`src/rtl/spi_write_arbiter_if.sv`:
```
// Requester and SPI pin bundle for spi_write_arbiter.
// slave = arbiter view, master = requester/pin-side view.
interface spi_write_arbiter_if #(
  parameter int NUM_REQ = 2,
  parameter int IDX_W   = (NUM_REQ > 1) ? $clog2(NUM_REQ) : 1
);
  logic [NUM_REQ-1:0]   req_valid;
  logic [9*NUM_REQ-1:0] req_data;
  logic [NUM_REQ-1:0]   req_ready;
  logic                 spi_sclk;
  logic                 spi_mosi;
  logic                 spi_cs_n;
  logic                 spi_dc;
  logic                 busy;
  logic [IDX_W-1:0]     last_grant;

  modport slave (
    input  req_valid, req_data,
    output req_ready, spi_sclk, spi_mosi, spi_cs_n, spi_dc, busy, last_grant
  );

  modport master (
    output req_valid, req_data,
    input  req_ready, spi_sclk, spi_mosi, spi_cs_n, spi_dc, busy, last_grant
  );
endinterface

```
`src/rtl/spi_write_arbiter.sv`:
```
// Round-robin arbiter feeding a mode-0, MSB-first 9-bit (D/C + byte) SPI writer.
// Define SPI_CS_HOLD_EN to let a persistent winner chain frames without raising cs_n.
module spi_write_arbiter #(
  parameter int NUM_REQ = 2,
  parameter int CLK_DIV = 2,
  parameter int IDX_W   = (NUM_REQ > 1) ? $clog2(NUM_REQ) : 1
) (
  input  logic               CLK,
  input  logic               RST_N,
  spi_write_arbiter_if.slave bus
);
  localparam int DIV_W = (CLK_DIV > 1) ? $clog2(CLK_DIV) : 1;
  localparam logic [DIV_W-1:0] DIV_LAST = DIV_W'(CLK_DIV - 1);

  localparam logic [1:0] ST_IDLE  = 2'd0;
  localparam logic [1:0] ST_SETUP = 2'd1;
  localparam logic [1:0] ST_SHIFT = 2'd2;
  localparam logic [1:0] ST_HOLD  = 2'd3;

  logic [1:0]       state_q, state_d;
  logic [DIV_W-1:0] div_q, div_d;
  logic [4:0]       phase_q, phase_d;
  logic [8:0]       word_q, word_d;
  logic [IDX_W-1:0] last_grant_q, last_grant_d;

  logic [8:0]       req_word [NUM_REQ];
  logic             any_valid;
  logic [IDX_W-1:0] win_idx;
  logic             grant_fire;
  logic             div_end;
  logic [7:0]       payload;
  logic [2:0]       bit_sel;
  logic             mosi;

  genvar gi;
  generate
    for (gi = 0; gi < NUM_REQ; gi++) begin : g_req
      assign req_word[gi]      = bus.req_data[9*gi +: 9];
      assign bus.req_ready[gi] = grant_fire && (win_idx == IDX_W'(gi));
    end
  endgenerate

  // Scan from farthest to nearest offset so the nearest valid requester after last_grant wins.
  always_comb begin
    int cand;
    any_valid = 1'b0;
    win_idx   = last_grant_q;
    for (int off = NUM_REQ; off >= 1; off--) begin
      cand = int'(last_grant_q) + off;
      if (cand >= NUM_REQ) cand = cand - NUM_REQ;
      if (bus.req_valid[IDX_W'(cand)]) begin
        any_valid = 1'b1;
        win_idx   = IDX_W'(cand);
      end
    end
  end

  assign div_end = (div_q == DIV_LAST);

  always_comb begin
    grant_fire = 1'b0;
    if (RST_N && any_valid) begin
      if (state_q == ST_IDLE) begin
        grant_fire = 1'b1;
      end
`ifdef SPI_CS_HOLD_EN
      else if (state_q == ST_HOLD && div_end && win_idx == last_grant_q) begin
        grant_fire = 1'b1;
      end
`endif
    end
  end

  always_comb begin
    state_d      = state_q;
    div_d        = div_q;
    phase_d      = phase_q;
    word_d       = word_q;
    last_grant_d = last_grant_q;
    case (state_q)
      ST_IDLE: begin
        if (grant_fire) begin
          word_d       = req_word[win_idx];
          last_grant_d = win_idx;
          div_d        = '0;
          state_d      = ST_SETUP;
        end
      end
      ST_SETUP: begin
        if (div_end) begin
          div_d   = '0;
          phase_d = 5'd0;
          state_d = ST_SHIFT;
        end else begin
          div_d = div_q + 1'b1;
        end
      end
      ST_SHIFT: begin
        if (div_end) begin
          div_d = '0;
          if (phase_q == 5'd15) state_d = ST_HOLD;
          else                  phase_d = phase_q + 5'd1;
        end else begin
          div_d = div_q + 1'b1;
        end
      end
      ST_HOLD: begin
        if (div_end) begin
          div_d = '0;
          // grant_fire can only be set here when chaining is compiled in.
          if (grant_fire) begin
            word_d       = req_word[win_idx];
            last_grant_d = win_idx;
            state_d      = ST_SETUP;
          end else begin
            state_d = ST_IDLE;
          end
        end else begin
          div_d = div_q + 1'b1;
        end
      end
      default: state_d = ST_IDLE;
    endcase
  end

  always_ff @(posedge CLK) begin
    if (!RST_N) begin
      state_q      <= ST_IDLE;
      div_q        <= '0;
      phase_q      <= 5'd0;
      word_q       <= 9'd0;
      last_grant_q <= IDX_W'(NUM_REQ - 1);
    end else begin
      state_q      <= state_d;
      div_q        <= div_d;
      phase_q      <= phase_d;
      word_q       <= word_d;
      last_grant_q <= last_grant_d;
    end
  end

  // Each bit spans one low and one high half-phase, so it only moves on falling edges.
  assign payload = word_q[7:0];
  assign bit_sel = 3'd7 - phase_q[3:1];

  always_comb begin
    mosi = 1'b0;
    case (state_q)
      ST_SETUP: mosi = payload[7];
      ST_SHIFT: mosi = payload[bit_sel];
      ST_HOLD:  mosi = payload[0];
      default:  mosi = 1'b0;
    endcase
  end

  assign bus.spi_mosi   = mosi;
  assign bus.spi_sclk   = (state_q == ST_SHIFT) && phase_q[0];
  assign bus.spi_cs_n   = (state_q == ST_IDLE);
  assign bus.spi_dc     = (state_q != ST_IDLE) && word_q[8];
  assign bus.busy       = (state_q != ST_IDLE);
  assign bus.last_grant = last_grant_q;
endmodule
```
`src/flat_wrapper.sv`:
```
// flat-port wrapper written by rule: the top's interface ports become plain ports
module spi_write_arbiter_flat 
#(
  parameter int NUM_REQ = 2,
  parameter int CLK_DIV = 2,
  parameter int IDX_W   = (NUM_REQ > 1) ? $clog2(NUM_REQ) : 1
)
  (CLK, RST_N, bus_req_valid, bus_req_data, bus_req_ready, bus_spi_sclk, bus_spi_mosi, bus_spi_cs_n, bus_spi_dc, bus_busy, bus_last_grant);
  spi_write_arbiter_if #(.NUM_REQ(NUM_REQ), .IDX_W(IDX_W)) bus_i ();
  input  logic CLK;
  input  logic RST_N;
  input wire logic [$bits(bus_i.req_valid)-1:0] bus_req_valid;
  input wire logic [$bits(bus_i.req_data)-1:0] bus_req_data;
  output wire logic [$bits(bus_i.req_ready)-1:0] bus_req_ready;
  output wire logic [$bits(bus_i.spi_sclk)-1:0] bus_spi_sclk;
  output wire logic [$bits(bus_i.spi_mosi)-1:0] bus_spi_mosi;
  output wire logic [$bits(bus_i.spi_cs_n)-1:0] bus_spi_cs_n;
  output wire logic [$bits(bus_i.spi_dc)-1:0] bus_spi_dc;
  output wire logic [$bits(bus_i.busy)-1:0] bus_busy;
  output wire logic [$bits(bus_i.last_grant)-1:0] bus_last_grant;
  assign bus_i.req_valid = bus_req_valid;
  assign bus_i.req_data = bus_req_data;
  assign bus_req_ready = bus_i.req_ready;
  assign bus_spi_sclk = bus_i.spi_sclk;
  assign bus_spi_mosi = bus_i.spi_mosi;
  assign bus_spi_cs_n = bus_i.spi_cs_n;
  assign bus_spi_dc = bus_i.spi_dc;
  assign bus_busy = bus_i.busy;
  assign bus_last_grant = bus_i.last_grant;
  spi_write_arbiter #(.NUM_REQ(NUM_REQ), .CLK_DIV(CLK_DIV), .IDX_W(IDX_W)) u_core (.CLK(CLK), .RST_N(RST_N), .bus(bus_i));
endmodule
```
`config.mk`:
```
export PLATFORM = sky130hd
export DESIGN_NAME = spi_write_arbiter_flat
export DESIGN_NICKNAME = d
export VERILOG_FILES = /design/src/rtl/spi_write_arbiter_if.sv /design/src/rtl/spi_write_arbiter.sv /design/src/flat_wrapper.sv
export SDC_FILE = /design/constraint.sdc
export NUM_CORES = 1
export LEC_CHECK = 0
export ABC_AREA = 1
export BUFFER_PORTS_ARGS = -buffer_cell sky130_fd_sc_hd__buf_2
export CORE_ASPECT_RATIO = 1.2
export CORE_MARGIN = 4
export CORE_UTILIZATION = 45
export DETAILED_ROUTE_END_ITERATION = 10
export PLACE_DENSITY = 0.73
export SLEW_MARGIN = 20
export SYNTH_ARGS = -nofsm -noshare
export SYNTH_HDL_FRONTEND = slang
export SYNTH_SLANG_ARGS = --single-unit
```
`constraint.sdc`:
```
create_clock -name CLK -period 4.57 [get_ports CLK]
set_input_delay 0.914 -clock CLK [delete_from_list [all_inputs] [get_ports CLK]]
set_output_delay 0.914 -clock CLK [all_outputs]
set_load 0.05 [all_outputs]
```
Word-level counts from Yosys, hierarchy flattened
Index checks and enable logic that the tools add are counted.
{"block": "totals", "reg_bits": 18, "in_bits": 22, "out_inout_bits": 8, "wordCells": 81}
{"block": "op_classes", "add_sub_neg": 7, "n_lt_le_gt_ge": 6, "n_eq_ne": 10, "n_mux": 38, "bitwise_logic": 2, "reduce_logical": 13}
{"op": "$mux W9", "n": 5}
{"op": "$mux W1", "n": 18}
{"op": "$pmux W9 S2", "n": 1}
{"op": "$mux W5", "n": 3}
{"op": "$mux W2", "n": 5}
{"op": "$ne A2 B1 Y1 const B", "n": 5}
{"op": "$pmux W5 S2", "n": 1}
{"op": "$pmux W2 S4", "n": 1}
{"op": "$lt A1 B3 Y1 const B", "n": 2}
{"op": "$reduce_bool A2 Y1", "n": 3}
{"op": "$add A5 B1 Y5 const B", "n": 1}
{"op": "$eq A5 B4 Y1 const B", "n": 1}
{"op": "$logic_and A1 B1 Y1", "n": 5}
{"op": "$reduce_and A5 Y1", "n": 1}
{"op": "$eq A2 B2 Y1 const B", "n": 2}
{"op": "$ge A2 B2 Y1 const B", "n": 2}
{"op": "$lt A3 B4 Y1 const B", "n": 1}
{"op": "$pmux W1 S2", "n": 2}
{"op": "$reduce_and A4 Y1", "n": 1}
{"op": "$add A1 B2 Y3 const B", "n": 1}
{"op": "$bmux W1 S3", "n": 1}
{"op": "$ge A3 B2 Y1 const B", "n": 1}
{"op": "$pmux W1 S3", "n": 1}
{"op": "$reduce_or A3 Y1", "n": 1}
{"op": "10 further kinds", "n": 11}

Depth between registers and ports, before layout
{"block": "depth", "ltp_word": 15, "ltp_mapped": 10, "ltp_nobuf": 10}

Least setup slack after synthesis
Ideal clock, no wire load.
{"block": "synth_path", "path_kind": "input port to output port", "startpoint": "input port RST_N", "endpoint": "output port bus_req_ready[0]", "t_arrival_ps": 1824, "required_time_ps": 3656, "path_slack_ps": 1832, "cell_stages": 3, "n_path_buf": 1, "path_cell_list": "buf_4 > nand3_2 > nor2_1"}
{"block": "synth_via", "elab_chain_len": 3}
{"item": "start, declared", "line_no": "flat_wrapper.sv:11", "rtl": "input logic RST_N;"}
{"item": "$logic_and A1 B1 Y1", "line_no": "spi_write_arbiter.sv:62", "rtl": "if (RST_N && any_valid) begin"}
{"item": "$mux W1", "line_no": "spi_write_arbiter.sv:62"}
{"item": "$logic_and A1 B1 Y1", "line_no": "spi_write_arbiter.sv:39", "rtl": "assign bus.req_ready[gi] = grant_fire && (win_idx == IDX_W'(gi));"}
{"item": "end, declared", "line_no": "flat_wrapper.sv:14", "rtl": "output wire logic [$bits(bus_i.req_ready)-1:0] bus_req_ready;"}
Every way passes these cells.

Worst setup path in the final report
Same ends and word-level chain as after synthesis.

==> impl_metrics.py <==
metrics = {
    "cts": {
        "cts_htree_levels": 1,
        "cts_made_buffers": 3,
        "post_cts_resized": 0,
        "clock_path_buffers": 2,
        "clk_transition_reported_paths_ns": 0.10,
        "cts.sinks": 18,
        "postCtsSetupBuffers": 0,
        "cts_tree": "yes",
        "clockRootBuffer": "clkbuf_4",
        "clock_latency_ns": 0.28,
        "cts-hold-fix-buffers": 0,
    },
    "place": {
        "dp_hpwl_um": 1760,
        "dpl_cell_area_um2": 1200,
        "io_buffers": 28,
        "gp_congestion": 0.798,
    },
    "final_layout": {
        "nets": 208,
        "area_growth_pct": 16.4,
        "drive_gt1_share_pct": 21.5,
        "antennaDiodeCount": 0,
        "final_area_um2": 1220,
    },
    "grt": {
        "antenna_found_initial": 0,
        "grt.met1_usage_pct": 20.6,
        "grt_overflow": 0,
        "groute.layer.met2.usage_pct": 29.3,
        "grtUsageMet3_pct": 2.21,
        "grtUsageTotal_pct": 16.9,
        "grt_pass1_wl_um": 4080,
        "grt_max_degree": 21,
        "grt_pass1_vias": 979,
        "grt.busiest_layer": "met2",
    },
    "synthesis": {
        "synth_cell_types": 27,
        "synth_top_area_cell": "dfxtp_1",
        "ys_ff_latch": 18,
        "syn_area_um2": 1050,
        "synth_commonest_cells": "nand2_1, inv_1, dfxtp_1, o21ai_1",
        "synth-edff-count": 0,
        "yosysWarnings": 0,
        "synthCells": 151,
        "syn_nets": 180,
        "syn_area_per_cell_um2": 6.94,
        "synth_flop_cell": "dfxtp_1",
        "synth-seq-area-share_pct": 34.4,
        "yosys.area.top_type_share_pct": 34.4,
        "yosysMostFrequentCell": "nand2_1",
        "synthArstFlopShare_pct": 0,
        "yosys-top-cells-area": "dfxtp_1, nand2_1, ha_1, inv_1, o21ai_1",
    },
    "pwr": {
        "irDropWorstVdd_mv": 0.374,
        "clkPwrFrac_pct": 14.5,
        "p_leak_nw": 0.583,
        "p_int_w": 0.000289,
        "power_frac_seq_pct": 40.4,
        "switchingPower_w": 0.000235,
        "swShare_pct": 44.8,
        "powerDensity_nw_per_um2": 430,
        "pwr-share-comb_pct": 45.2,
        "power.total_w": 0.000524,
    },
    "floorplanning": {
        "initial_core_util_pct": 48.9,
        "die_w_um": 52.0,
        "die_h_um": 60.8,
        "num_io_pins": 30,
        "rows": 18,
        "core-area_um2": 2140,
        "fp.dieArea_um2": 3170,
    },
    "route": {
        "drtIter0Drc": 13,
        "routedWlPerCell_um": 11.0,
        "wl_um": 2280,
        "num_vias": 1052,
        "drcViolationCount": 0,
        "avgViaCountPerCell": 5.08,
        "ant_nets": 0,
        "first_pass_iters": 4,
    },
    "setup_path": {
        "path_max_fanout": 18,
        "cp_slowest_cell": "buf_2",
        "r2r-end": "u_core.word_q[4]",
        "path_cells": "buf_2, nand3_2, nor2_1, buf_2",
        "critPathCaptureType": "primary output",
        "timing.rr.start": "u_core.state_q[0]",
        "path_delay_family": "buffers and inverters",
        "reg2reg_depth": 6,
        "crit_type": "in2out",
        "cp-start-kind": "primary input",
        "reg2reg_slack_ns": 2.68,
        "arrival_ns": 1.72,
        "path_buf_inv": 2,
        "critPathLaunch": "RST_N",
        "critPathMaxStageDelay_ns": 0.28,
        "required_ns": 3.66,
        "crit_top_cell": "buf_2",
    },
    "timing": {
        "finalHoldViolations": 0,
        "fmax_ghz": 0.380,
        "setup_tns_ns": 0,
        "min_period_ns": 2.63,
        "tightest_slew_ns": 0.812,
        "final-setup-viol-count": 0,
        "fin_skew_ns": 0.00393,
        "finalCritPeriodShare_pct": 57.7,
        "rsz0062_at_grt": "false",
        "maxSlewViolCount": 0,
        "max_slew_margin_pct": 45.9,
        "hold_ws_ns": 0.509,
    },
    "hold_path": {
        "min_path_cells": 1,
        "min_to": "u_core.phase_q[0]",
        "hold_path_startpoint": "u_core.phase_q[0]",
        "worstHoldPathType": "reg2reg",
    },
    "outcome": {
        "status": "finished clean",
    },
    "job": {
        "maxCapViolCount": 0,
    },
}
routing by layer:
metal  share of wire, %  vias to the layer above
met1                 44                      477
met2                 51                       21
met3                3.8                        2
li1                   -                      552
met5                  0                        -
met4               0.83                        0
cell families after synthesis:
kind of cell	Yosys count	share of synthesized area, %
simple gates	59	24.5
compound gates	35	19.4
buf+inv	30	11.7
flops	18	34.4
fa+ha+maj	7	8.36
xor+xnor	2	1.67
worst register-to-register path: cells and delay by family (launching register included):
kind,cells,cell delay [ns]
compound gates,3,0.94
flops,1,0.36
simple gates,1,0.13
fa+ha+maj,1,0.27
buf+inv,1,0.11
power groups by stage:
stage	clock network, W	logic (W)	registers (W)
after floorplan	0	0.000187	0.000215
after global placement	0	0.000232	0.000213
after detailed placement	0	0.000238	0.000215
after CTS	0.0000796	0.000239	0.000212
after global routing	0.0000853	0.000268	0.000216
final	0.0000759	0.000237	0.000211
layout make-up:
type                       instances  area [µm²]
sequential                        18         360
clock buffer                       3        22.5
fill                             232         921
tap                               30        37.5
inverter                          25        93.8
multi-input combinational        103         564
timing repair buffer              28         140
state kept, by name, summed over array words and instances, names as in the netlist:
signal and count:
u_core.bus.last_grant 1, u_core.word_q 9, u_core.div_end 1, u_core.phase_q 5, u_core.state_q 2
cells in the final DEF, fill, tap and decap left out, types with 2 or more instances in the layout:
cell type / netlist / final
o21ai_0: 2 / 2
buf_2: 2 / 28
o21ai_1: 13 / 13
nand3_2: 2 / 2
clkinv_1: 2 / 2
xor2_1: 2 / 2
a31oi_1: 9 / 9
nand3_1: 8 / 8
nor2_1: 9 / 9
nand2_1: 35 / 35
a21oi_1: 6 / 6
inv_1: 20 / 20
dfxtp_1: 18 / 18
ha_1: 7 / 7
inv_2: 3 / 3
clkbuf_4: 0 / 3
worst max path at each step:
stage                                  end  cells past startpoint
after CTS                 bus_req_ready[0]                      4
after detailed placement  bus_req_ready[0]                      4
after global placement    bus_req_ready[1]                      4
after floorplan           bus_req_ready[0]                      3
final                     bus_req_ready[0]                      4
after global routing      bus_req_ready[0]                      4
metrics by stage:
step,util (%),instances,setup slack (ns)
floorplan,-,151,1.83
global placement,55.9,204,1.94
detailed placement,55.9,204,1.92
CTS,57.0,207,1.92
global route,57.0,207,1.83
finish,57.0,207,1.94
No activity file was read; power rests on OpenSTA's default activity.
